File: src/rtl/sss_rd_seq_if.sv
// Purpose : bundles the start/abort controls, the SSS RAM read port and the
//           output sample stream of the SSS readout sequencer.
// Ports   : master = sequencer side (drives RAM enable/address and the sample stream),
//           slave  = environment side (drives start/abort, RAM data and downstream ready).
interface sss_rd_seq_if #(
   parameter int pDAT_W = 4
);
   // control
   logic              istart;
   logic [3:0]        iseq_idx;
   logic [3:0]        irep;
   logic              iabort;
   // RAM read port
   logic              oram_en;
   logic [10:0]       oaddr;
   logic [pDAT_W-1:0] iram_dat;
   // sample stream and status
   logic              oval;
   logic              irdy;
   logic [pDAT_W-1:0] odat;
   logic              osop;
   logic              oeop;
   logic              obusy;
   logic              odone;
   logic              oerr;

   modport master (
      input  istart, iseq_idx, irep, iabort, iram_dat, irdy,
      output oram_en, oaddr, oval, odat, osop, oeop, obusy, odone, oerr
   );

   modport slave (
      output istart, iseq_idx, irep, iabort, iram_dat, irdy,
      input  oram_en, oaddr, oval, odat, osop, oeop, obusy, odone, oerr
   );
endinterface

File: src/rtl/sss_rd_seq.sv
// Purpose : reads one stored SSS sequence (irep+1 passes) out of RAM as a valid/ready sample stream.
// Latency : istart in cycle 0 -> first RAM read in cycle 1 -> first oval in cycle 3; one sample/cycle after.
// Backpr. : 2-entry output FIFO; RAM reads are only issued when the FIFO is sure to have room for the data.
// Ports   : iclk/irst (sync, active-high) plain; io_seq (master modport) carries
//           istart/iseq_idx/irep/iabort, the RAM port oram_en/oaddr/iram_dat and the
//           stream oval/irdy/odat/osop/oeop plus status obusy/odone/oerr.
module sss_rd_seq #(
   parameter int pDAT_W   = 4,
   parameter int pSEQ_LEN = 64,
   parameter int pSEQ_NUM = 16
) (
   input  logic         iclk,
   input  logic         irst,
   sss_rd_seq_if.master io_seq
);

   localparam int LEN_W = (pSEQ_LEN > 1) ? $clog2(pSEQ_LEN) : 1;
   localparam int ENT_W = pDAT_W + 2;   // {dat, sop, eop}

   typedef enum logic [1:0] {
      IDLE  = 2'd0,
      RUN   = 2'd1,
      DRAIN = 2'd2
   } state_t;

   state_t            r_state;
   logic [LEN_W-1:0]  r_k;
   logic [3:0]        r_pass;
   logic [10:0]       r_base;
   logic [10:0]       r_addr;
   logic              r_inflt;
   logic              r_inflt_sop;
   logic              r_inflt_eop;
   logic [ENT_W-1:0]  r_mem [2];
   logic              r_wp;
   logic              r_rp;
   logic [1:0]        r_cnt;
   logic              r_busy;
   logic              r_done;
   logic              r_err;

   logic              w_pop;
   logic              w_push;
   logic              w_kill;
   logic              w_start;
   logic              w_seq_ok;
   logic              w_last_k;
   logic              w_ram_en;
   logic [2:0]        w_outst;
   logic [1:0]        w_cnt_nxt;
   logic [10:0]       w_base;

   assign w_pop     = (r_cnt != 2'd0) && io_seq.irdy;
   assign w_push    = r_inflt;
   assign w_kill    = io_seq.iabort && (r_state != IDLE);
   // abort wins over a simultaneous start
   assign w_start   = (r_state == IDLE) && io_seq.istart && !io_seq.iabort;
   assign w_seq_ok  = int'(io_seq.iseq_idx) < pSEQ_NUM;
   assign w_last_k  = (r_k == LEN_W'(pSEQ_LEN - 1));
   assign w_base    = 11'(io_seq.iseq_idx) << LEN_W;
   assign w_cnt_nxt = r_cnt + {1'b0, w_push} - {1'b0, w_pop};

   // Entries owned by the FIFO (stored + the read whose data is on iram_dat),
   // crediting the sample leaving this cycle. The read enable has to see this
   // cycle's pop, otherwise the 3-cycle read loop could not sustain 1 sample/cycle
   // with only two entries; that is why oram_en is combinational.
   assign w_outst  = {1'b0, r_cnt} + {2'b00, r_inflt} - {2'b00, w_pop};
   assign w_ram_en = (r_state == RUN) && !irst && !io_seq.iabort && (w_outst < 3'd2);

   assign io_seq.oram_en = w_ram_en;
   assign io_seq.oaddr   = r_addr;
   assign io_seq.oval    = (r_cnt != 2'd0);
   assign {io_seq.odat, io_seq.osop, io_seq.oeop} = r_mem[r_rp];
   assign io_seq.obusy   = r_busy;
   assign io_seq.odone   = r_done;
   assign io_seq.oerr    = r_err;

   always_ff @(posedge iclk) begin
      if (irst) begin
         r_state     <= IDLE;
         r_k         <= '0;
         r_pass      <= '0;
         r_base      <= '0;
         r_addr      <= '0;
         r_inflt     <= 1'b0;
         r_inflt_sop <= 1'b0;
         r_inflt_eop <= 1'b0;
         r_mem[0]    <= '0;
         r_mem[1]    <= '0;
         r_wp        <= 1'b0;
         r_rp        <= 1'b0;
         r_cnt       <= '0;
         r_busy      <= 1'b0;
         r_done      <= 1'b0;
         r_err       <= 1'b0;
      end else begin
         r_done <= 1'b0;
         r_err  <= 1'b0;

         // output FIFO and read-return pipeline
         if (w_kill) begin
            // data of a read still on iram_dat is dropped by clearing r_inflt
            r_cnt   <= '0;
            r_wp    <= 1'b0;
            r_rp    <= 1'b0;
            r_inflt <= 1'b0;
         end else begin
            if (w_push) begin
               r_mem[r_wp] <= {io_seq.iram_dat, r_inflt_sop, r_inflt_eop};
               r_wp        <= ~r_wp;
            end
            if (w_pop) begin
               r_rp <= ~r_rp;
            end
            r_cnt       <= w_cnt_nxt;
            r_inflt     <= w_ram_en;
            r_inflt_sop <= (r_k == '0);
            r_inflt_eop <= w_last_k;
         end

         case (r_state)
            IDLE: begin
               if (w_start) begin
                  if (w_seq_ok) begin
                     r_state <= RUN;
                     r_busy  <= 1'b1;
                     r_base  <= w_base;
                     r_addr  <= w_base;
                     r_k     <= '0;
                     r_pass  <= io_seq.irep;
                  end else begin
                     r_err <= 1'b1;
                  end
               end
            end
            RUN: begin
               if (w_kill) begin
                  r_state <= IDLE;
                  r_busy  <= 1'b0;
               end else if (w_ram_en) begin
                  if (w_last_k) begin
                     if (r_pass == 4'd0) begin
                        // last read issued; address is left on the final sample
                        r_state <= DRAIN;
                     end else begin
                        r_pass <= r_pass - 4'd1;
                        r_k    <= '0;
                        r_addr <= r_base;
                     end
                  end else begin
                     r_k    <= r_k + 1'b1;
                     r_addr <= r_addr + 11'd1;
                  end
               end
            end
            DRAIN: begin
               // no reads are issued here, so an empty FIFO next cycle means nothing is left
               if (w_kill) begin
                  r_state <= IDLE;
                  r_busy  <= 1'b0;
               end else if (w_cnt_nxt == 2'd0) begin
                  r_state <= IDLE;
                  r_busy  <= 1'b0;
                  r_done  <= 1'b1;
               end
            end
            default: begin
               r_state <= IDLE;
               r_busy  <= 1'b0;
            end
         endcase
      end
   end

endmodule

File: src/flat_wrapper.sv
// flat-port wrapper written by rule: the top's interface ports become plain ports
module sss_rd_seq_flat 
#(
   parameter int pDAT_W   = 4,
   parameter int pSEQ_LEN = 64,
   parameter int pSEQ_NUM = 16
)
  (iclk, irst, io_seq_istart, io_seq_iseq_idx, io_seq_irep, io_seq_iabort, io_seq_iram_dat, io_seq_irdy, io_seq_oram_en, io_seq_oaddr, io_seq_oval, io_seq_odat, io_seq_osop, io_seq_oeop, io_seq_obusy, io_seq_odone, io_seq_oerr);
  sss_rd_seq_if #(.pDAT_W(pDAT_W)) io_seq_i ();
  input  logic iclk;
  input  logic irst;
  input wire logic [$bits(io_seq_i.istart)-1:0] io_seq_istart;
  input wire logic [$bits(io_seq_i.iseq_idx)-1:0] io_seq_iseq_idx;
  input wire logic [$bits(io_seq_i.irep)-1:0] io_seq_irep;
  input wire logic [$bits(io_seq_i.iabort)-1:0] io_seq_iabort;
  input wire logic [$bits(io_seq_i.iram_dat)-1:0] io_seq_iram_dat;
  input wire logic [$bits(io_seq_i.irdy)-1:0] io_seq_irdy;
  output wire logic [$bits(io_seq_i.oram_en)-1:0] io_seq_oram_en;
  output wire logic [$bits(io_seq_i.oaddr)-1:0] io_seq_oaddr;
  output wire logic [$bits(io_seq_i.oval)-1:0] io_seq_oval;
  output wire logic [$bits(io_seq_i.odat)-1:0] io_seq_odat;
  output wire logic [$bits(io_seq_i.osop)-1:0] io_seq_osop;
  output wire logic [$bits(io_seq_i.oeop)-1:0] io_seq_oeop;
  output wire logic [$bits(io_seq_i.obusy)-1:0] io_seq_obusy;
  output wire logic [$bits(io_seq_i.odone)-1:0] io_seq_odone;
  output wire logic [$bits(io_seq_i.oerr)-1:0] io_seq_oerr;
  assign io_seq_i.istart = io_seq_istart;
  assign io_seq_i.iseq_idx = io_seq_iseq_idx;
  assign io_seq_i.irep = io_seq_irep;
  assign io_seq_i.iabort = io_seq_iabort;
  assign io_seq_i.iram_dat = io_seq_iram_dat;
  assign io_seq_i.irdy = io_seq_irdy;
  assign io_seq_oram_en = io_seq_i.oram_en;
  assign io_seq_oaddr = io_seq_i.oaddr;
  assign io_seq_oval = io_seq_i.oval;
  assign io_seq_odat = io_seq_i.odat;
  assign io_seq_osop = io_seq_i.osop;
  assign io_seq_oeop = io_seq_i.oeop;
  assign io_seq_obusy = io_seq_i.obusy;
  assign io_seq_odone = io_seq_i.odone;
  assign io_seq_oerr = io_seq_i.oerr;
  sss_rd_seq #(.pDAT_W(pDAT_W), .pSEQ_LEN(pSEQ_LEN), .pSEQ_NUM(pSEQ_NUM)) u_core (.iclk(iclk), .irst(irst), .io_seq(io_seq_i));
endmodule
File: config.mk
export PLATFORM = sky130hd
export DESIGN_NAME = sss_rd_seq_flat
export DESIGN_NICKNAME = d
export VERILOG_FILES = /design/src/rtl/sss_rd_seq_if.sv /design/src/rtl/sss_rd_seq.sv /design/src/flat_wrapper.sv
export SDC_FILE = /design/constraint.sdc
export NUM_CORES = 1
export LEC_CHECK = 0
export ABC_AREA = 1
export BUFFER_PORTS_ARGS = -buffer_cell sky130_fd_sc_hd__buf_4
export CORE_MARGIN = 3
export CORE_UTILIZATION = 60
export DETAILED_ROUTE_END_ITERATION = 10
export PLACE_DENSITY = 0.88
export SYNTH_ARGS = -nofsm -noshare
export SYNTH_HDL_FRONTEND = slang
export SYNTH_SLANG_ARGS = --single-unit
File: constraint.sdc
create_clock -name iclk -period 5.6 [get_ports iclk]
set_clock_uncertainty 0.2 [all_clocks]
set_input_delay 0 -clock iclk [delete_from_list [all_inputs] [get_ports iclk]]
set_output_delay 0 -clock iclk [all_outputs]
set_load 0.1 [all_outputs]
==> results of run 1 <==
[Yosys cell counts (all sizes together) (3+ instances only)]
master  count
nand4       6
a21oi      25
clkbuf      5
inv        52
o21ai      12
dfxtp      37
buf         4
edfxtp     12
nand3      38
mux2        6
ha          7
nand2      87
nor2       62
or2         3
[critical path: stages (launching register included)]
cell     delay, ns
dfxtp_1       0.35
or2_2         0.31
nand2_1       0.11
inv_1         0.06
ha_1          0.27
inv_1         0.04
ha_1          0.19
fa_1          0.49
nor3_1        0.25
nand3_2       0.18
nand2_4       0.24
nand2_4       0.18
o21ai_0       0.24
nor2_1        0.06
[flip-flops by register name, summed over array words and instances, names as in the netlist, 2 cells and up, named ones only]
register / count
u_core.r_cnt: 2
u_core.io_seq.oaddr: 11
u_core.r_pass: 4
u_core.r_mem: 12
u_core.r_base: 4
u_core.r_state: 2
u_core.r_k: 6
[kinds of logic after synthesis]
group,synth area share [%]
DFF,41.7
adders and majority gates,4.07
other,0.142
AOI/OAI and AO/OA,7.58
and+or+nand+nor,34.4
buffers and inverters,9.57
muxes,2.56
[cell type report]
cell class,count,area [sq um],share of cell area [%]
inverters,53,199,6.21
well taps,50,62.6,1.95
repair buffers,54,448,14.0
clock buffers,6,72.6,2.26
multi-input cells,255,1290,40.2
clock inverters,2,33.8,1.05
flip-flops and latches,49,1100,34.4
[layer usage]
layer | routed length, um | up-vias | share of wire, %
li1 | - | 1260 | -
met1 | 2520 | 1138 | 40
met2 | 3280 | 87 | 53
met3 | 331 | 11 | 5.3
met4 | 112 | 0 | 1.8
met5 | 0 | - | 0
[how the worst min path moves through the flow]
| stage | to | slack [ns] | cells after the start |
|---|---|---|---|
| 6_report | u_core.io_seq.obusy | 0.008 | 5 |
| 5_1_grt | u_core.r_base[9] | 0.06 | 5 |
| 4_1_cts | u_core.r_base[6] | 0.006 | 5 |
| 3_5_place_dp | u_core.r_base[6] | 0.04 | 3 |
| 3_3_place_gp | u_core.r_base[6] | 0.04 | 3 |
| 2_1_floorplan | u_core.r_base[6] | -0.07 | 2 |
[power by group through the flow]
stage               Sequential, mW  Combinational (mW)  Clock [mW]
finish                       0.403               0.311       0.247
floorplan                    0.431               0.217           0
detailed placement           0.411               0.296           0
global route                 0.407               0.332       0.264
global placement             0.409               0.287           0
CTS                          0.403               0.309       0.250
==> flow_summary_export.csv, run 1 <==
group,metric,value,unit
run_status,status,"completed",
clock_network,cts_tree,"done",
sta,timing.final.hold_violations,0,
hold_path,hp-start,"io_seq_istart",
critical_path,critPathRequiredTime,5.60,ns
global_route,grt_first_pass_wirelength,10300,um
clock_network,post_cts_resize_count,0,
floorplan,core_area,4120,sq um
critical_path,worst_setup_path_end_kind,"register",
cells_and_area,design_area,3200,sq um
run,maxCapViolations,0,
sta,setup_violations,0,
sta,slew_headroom,63.4,%
critical_path,r2r_end,"u_core.io_seq.oaddr[0]",
logic_synthesis,synth_cell_types,32,
logic_synthesis,synth_top_area_cell,"dfxtp_1",
logic_synthesis,seq_area_frac_synth,41.7,%
critical_path,worstSetupPathType,"register to register",
global_route,antenna_found_initial,0,
logic_synthesis,yosys_warnings,0,
detailed_routing,drtIter0Drc,150,
cells_and_area,drive_gt1_share,15.3,%
sta,whs,0.00838,ns
cells_and_area,n_fill_cell,308,
cells_and_area,final_common_cell,"nand2_1",
clock_network,clk_latency,0.31,ns
critical_path,r2r_slack,2.32,ns
sta,tns,0,ns
logic_synthesis,syn_nets,391,
global_route,grt_max_degree,20,
floorplan,dieWidth,72.4,um
logic_synthesis,async_flop_share,0,%
sta,setup_ws,2.32,ns
pwr,peakVddDrop,156,uV
clock_network,numCtsBuffers,5,
critical_path,r2r_start,"u_core.r_cnt[1]",
pwr,sequentialPowerShare,41.9,%
detailed_routing,wl_per_cell,13.3,um
floorplan,dieArea,5230,sq um
detailed_routing,antenna_left,0,
sta,min_period,3.28,ns
cells_and_area,postLayoutCoreUtil,77.9,%
placement,pre_cts_ws,2.45,ns
detailed_routing,routed_wl,6240,um
critical_path,cp-endpoint,"u_core.io_seq.oaddr[0]",
pwr,internal_power,0.605,mW
floorplan,start_util,64.2,%
critical_path,cp-startpoint,"u_core.r_cnt[1]",
critical_path,cp-start-kind,"register",
floorplan,pin_count,39,
cells_and_area,nNetsFinal,443,
floorplan,rows,23,
logic_synthesis,synth_top_area_share,28.0,%
global_route,busiest_layer,"met2",
logic_synthesis,synth_area,2640,sq um
placement,gp_congestion,0.871,
clock_network,cts_setup_buffers,0,
hold_path,hold_class,"input pin to register",
placement,io_buffer_count,37,
sta,fmax,0.305,GHz
sta,drv_slew,0,
clock_network,clk_pin_slew,0.09,ns
clock_network,ctsRootBufferMaster,"clkbuf_8",
global_route,grtUsageTotal,25.0,%
critical_path,critPathMaxFanout,17,
cells_and_area,syn_to_final_growth,21.3,%
global_route,use_met1,28.3,%
pwr,combPwrFrac,32.4,%
clock_network,ctsHoldBuffers,17,
pwr,swShare,37.1,%
global_route,grtUsageMet3,4.57,%
cells_and_area,antenna_cells,0,
placement,dp_cells,444,
floorplan,die_h,72.4,um
detailed_routing,dr.pass1.iters,5,
logic_synthesis,synth_edf_count,12,
global_route,use_met2,46.2,%
pwr,switchingPower,0.356,mW
pwr,p_leak,1.50,nW
sta,worst_pin_slew,0.545,ns
cells_and_area,fin_cells,469,
global_route,overflow,0,
logic_synthesis,syn_inst,366,
logic_synthesis,synth.area.top_cells,"dfxtp_1, edfxtp_1, nand2_1",
placement,dp_hpwl,4230,um
detailed_routing,drc_errors,0,
clock_network,cts_buffer_depth,2,
critical_path,arrival,3.27,ns
pwr,pwr_density_cell,300,nW/um^2
sta,grt_setup_unrepaired,"no",
pwr,total_power,0.962,mW
sta,fin_crit_sh,58.5,%
detailed_routing,vias,2496,
global_route,grt_pass1_vias,2403,
clock_network,cts.htree.levels,2,
detailed_routing,viasPerCell,5.32,
placement,place_area,2930,sq um
clock_network,cts.sinks,49,
logic_synthesis,ys.flop_type,"dfxtp_1",
logic_synthesis,ys_ff_latch,49,
pwr,clock_power_share,25.7,%
critical_path,reg2regPathDepth,13,
cells_and_area,layout_common_cells,"nand2_1, nor2_1, inv_1",
logic_synthesis,syn_avg_cell_area,7.22,sq um
Note: power is estimated with default switching activity, not from simulation.
==> inputs of run 2 (changes only) <==
--- a/config.mk
+++ b/config.mk
@@ -8,9 +8,9 @@
 export ABC_AREA = 1
 export BUFFER_PORTS_ARGS = -buffer_cell sky130_fd_sc_hd__buf_4
 export CORE_MARGIN = 3
-export CORE_UTILIZATION = 60
+export CORE_UTILIZATION = 51
 export DETAILED_ROUTE_END_ITERATION = 10
-export PLACE_DENSITY = 0.88
+export PLACE_DENSITY = 0.8
 export SYNTH_ARGS = -nofsm -noshare
 export SYNTH_HDL_FRONTEND = slang
 export SYNTH_SLANG_ARGS = --single-unit
==> constraint.sdc (replaced) <==
create_clock -name iclk -period 3 [get_ports iclk]
set_clock_uncertainty 0.2 [all_clocks]
set_input_delay 0 -clock iclk [delete_from_list [all_inputs] [get_ports iclk]]
set_output_delay 0 -clock iclk [all_outputs]
set_load 0.1 [all_outputs]
==> run 2 against run 1 <==
Clock-buffer cell count down 1. Routed wire length up 3.0%. Register-to-register slack worse by 2.2 ns. Global-route usage down 4.0 points. Utilization down 5.8 points. Sequential share of layout area down 2.8 points. Non-clock buffer count up 10. Clock power up 120%.
==> flow_summary_export.csv, run 2 (same netlist as run 1, synthesis figures left out) <==
group,metric,value,unit
run_status,status,"completed",
detailed_routing,dr.pass1.iters,4,
critical_path,reg2regPathDepth,14,
detailed_routing,viasPerCell,5.12,
hold_path,hp-start,"u_core.r_base[9]",
hold_path,hold_path_depth,2,
clock_network,clk_latency,0.30,ns
detailed_routing,vias,2547,
run,maxCapViolations,0,
global_route,grt_first_pass_wirelength,10300,um
floorplan,pin_count,39,
critical_path,r2r_end,"u_core.io_seq.oaddr[9]",
critical_path,r2r_start,"u_core.r_cnt[1]",
critical_path,arrival,2.90,ns
critical_path,cpPeakStageDelay,0.48,ns
floorplan,dieWidth,78.0,um
detailed_routing,drc_errors,0,
cells_and_area,nNetsFinal,454,
sta,timing.final.hold_violations,0,
cells_and_area,antenna_cells,0,
floorplan,dieArea,6080,sq um
critical_path,crit_buf_inv,3,
pwr,pwr_density_cell,570,nW/um^2
detailed_routing,drtIter0Drc,115,
hold_path,hold_class,"register to register",
clock_network,cts_tree,"done",
cells_and_area,drive_gt1_share,21.9,%
critical_path,r2r_slack,0.10,ns
global_route,grt_pass1_vias,2281,
clock_network,ctsRootBufferMaster,"clkbuf_8",
clock_network,cts_buffer_depth,2,
sta,grt_setup_unrepaired,"no",
critical_path,crit_chain,"or2_4 -> nand2_4 -> inv_2 -> ha_4 -> inv_2 -> ha_4 -> fa_2 -> nor3_4 -> nand3_4 -> nand2_8 -> buf_6 -> nand3_2 -> a21oi_2 -> nor2_1",
cells_and_area,largest_reg_flops,12,
sta,min_period,2.90,ns
placement,gp_congestion,0.901,
detailed_routing,wl_per_cell,12.9,um
sta,fin_crit_sh,96.7,%
critical_path,worstSetupPathType,"register to register",
pwr,p_leak,1.57,nW
clock_network,cts.htree.levels,2,
global_route,antenna_found_initial,0,
global_route,grt_max_degree,20,
critical_path,critPathSlowestCell,"fa_2",
cells_and_area,postLayoutCoreUtil,72.0,%
floorplan,rows,25,
floorplan,core_area,4850,sq um
floorplan,start_util,54.5,%
cells_and_area,layout_common_cells,"nand2_1, nor2_1, inv_1",
critical_path,path_delay_family,"simple AND/OR/NAND/NOR gates",
critical_path,critPathMaxFanout,7,
sta,fmax,0.345,GHz
floorplan,die_h,78.0,um
critical_path,cp-start-kind,"register",
pwr,peakVddDrop,410,uV
cells_and_area,n_fill_cell,378,
placement,io_buffer_count,37,
critical_path,worst_setup_path_end_kind,"register",
sta,drv_slew,0,
cells_and_area,largest_register,"u_core.r_mem",
clock_network,cts.sinks,49,
hold_path,min_to,"u_core.r_base[9]",
placement,dp_hpwl,4150,um
cells_and_area,final_common_cell,"nand2_1",
sta,slew_headroom,63.7,%
global_route,overflow,0,
critical_path,critPathRequiredTime,3.00,ns
global_route,grtUsageTotal,21.0,%
sta,setup_violations,0,
clock_network,numCtsBuffers,5,
clock_network,clk_pin_slew,0.10,ns
detailed_routing,antenna_left,0,
pwr,total_power,1.99,mW
cells_and_area,syn_to_final_growth,32.2,%
sta,worst_pin_slew,0.541,ns
detailed_routing,routed_wl,6430,um
[run 2: cell types whose count changed in the layout (fill, tap and decap cells not counted), moves of 3 or more]
cell,change
a21oi_1,-3
a21oi_2,+3
buf_4,+4
buf_6,+3
inv_1,-3
nand3_1,-4
nand3_2,+3
[run 2: per-stage QoR]
stage	TNS, ns	instances	area, sq um	setup slack [ns]	hold slack, ns
3_3_place_gp	0	463	2980	0.197	0.0319
5_1_grt	0	497	3490	0.00999	0.296
3_5_place_dp	0	463	2980	0.133	0.0394
6_report	0	497	3490	0.100	0.259
2_1_floorplan	-0.0190	366	2660	-0.0190	-0.0651
4_1_cts	0	489	3290	0.00179	0.264
[run 2: power breakdown]
part	total, mW	switching, mW	internal (mW)
clock	0.552	0.221	0.331
combinational	0.681	0.457	0.224
sequential	0.756	0.0349	0.722
[run 2: metal layers]
metal / track usage, % / routed length, um / vias to the layer above
li1: - / - / 1296
met1: 26.2 / 2800 / 1165
met2: 36.6 / 3190 / 71
met3: 4.06 / 272 / 15
met4: 6.29 / 161 / 0
met5: 0 / 0 / -
[run 2: worst reg2reg max path, cell delays in order (launching register included)]
cell and delay, ns:
dfxtp_2 0.34, or2_4 0.26, nand2_4 0.08, inv_2 0.04, ha_4 0.25, inv_2 0.04, ha_4 0.15, fa_2 0.48
nor3_4 0.24, nand3_4 0.16, nand2_8 0.17, buf_6 0.13, nand3_2 0.08, a21oi_2 0.13, nor2_1 0.05
[run 2: how the worst max path moves through the flow]
| stage | end | from | slack, ns | depth (start not counted) |
|---|---|---|---|---|
| after floorplan | u_core.r_state[0] | u_core.r_cnt[1] | -0.02 | 13 |
| after global placement | u_core.io_seq.oaddr[7] | u_core.r_cnt[1] | 0.20 | 15 |
| after detailed placement | u_core.io_seq.oaddr[7] | u_core.r_cnt[1] | 0.13 | 15 |
| after CTS | io_seq_oram_en | u_core.r_cnt[1] | 0.002 | 11 |
| after global routing | u_core.io_seq.oaddr[9] | u_core.r_cnt[1] | 0.01 | 14 |
| final | u_core.io_seq.oaddr[9] | u_core.r_cnt[1] | 0.10 | 14 |
[run 2: timing repair]
item,4_1_cts,5_1_grt
buffers inserted,0,7
setup endpoints to repair,0,20
endpoints found under the hold margin,36,0
resized for setup,0,30
hold buffers,18,0
[run 2: layout make-up]
cell class              count  area, sq um  share of cell area (%)
multi-input cells         256         1410                    40.3
clock buffers               5         68.8                    1.97
repair buffers             64          562                    16.1
inverters                  53          203                    5.80
flip-flops and latches     49         1100                    31.6
clock inverters             3         65.1                    1.86
well taps                  67         83.8                    2.40
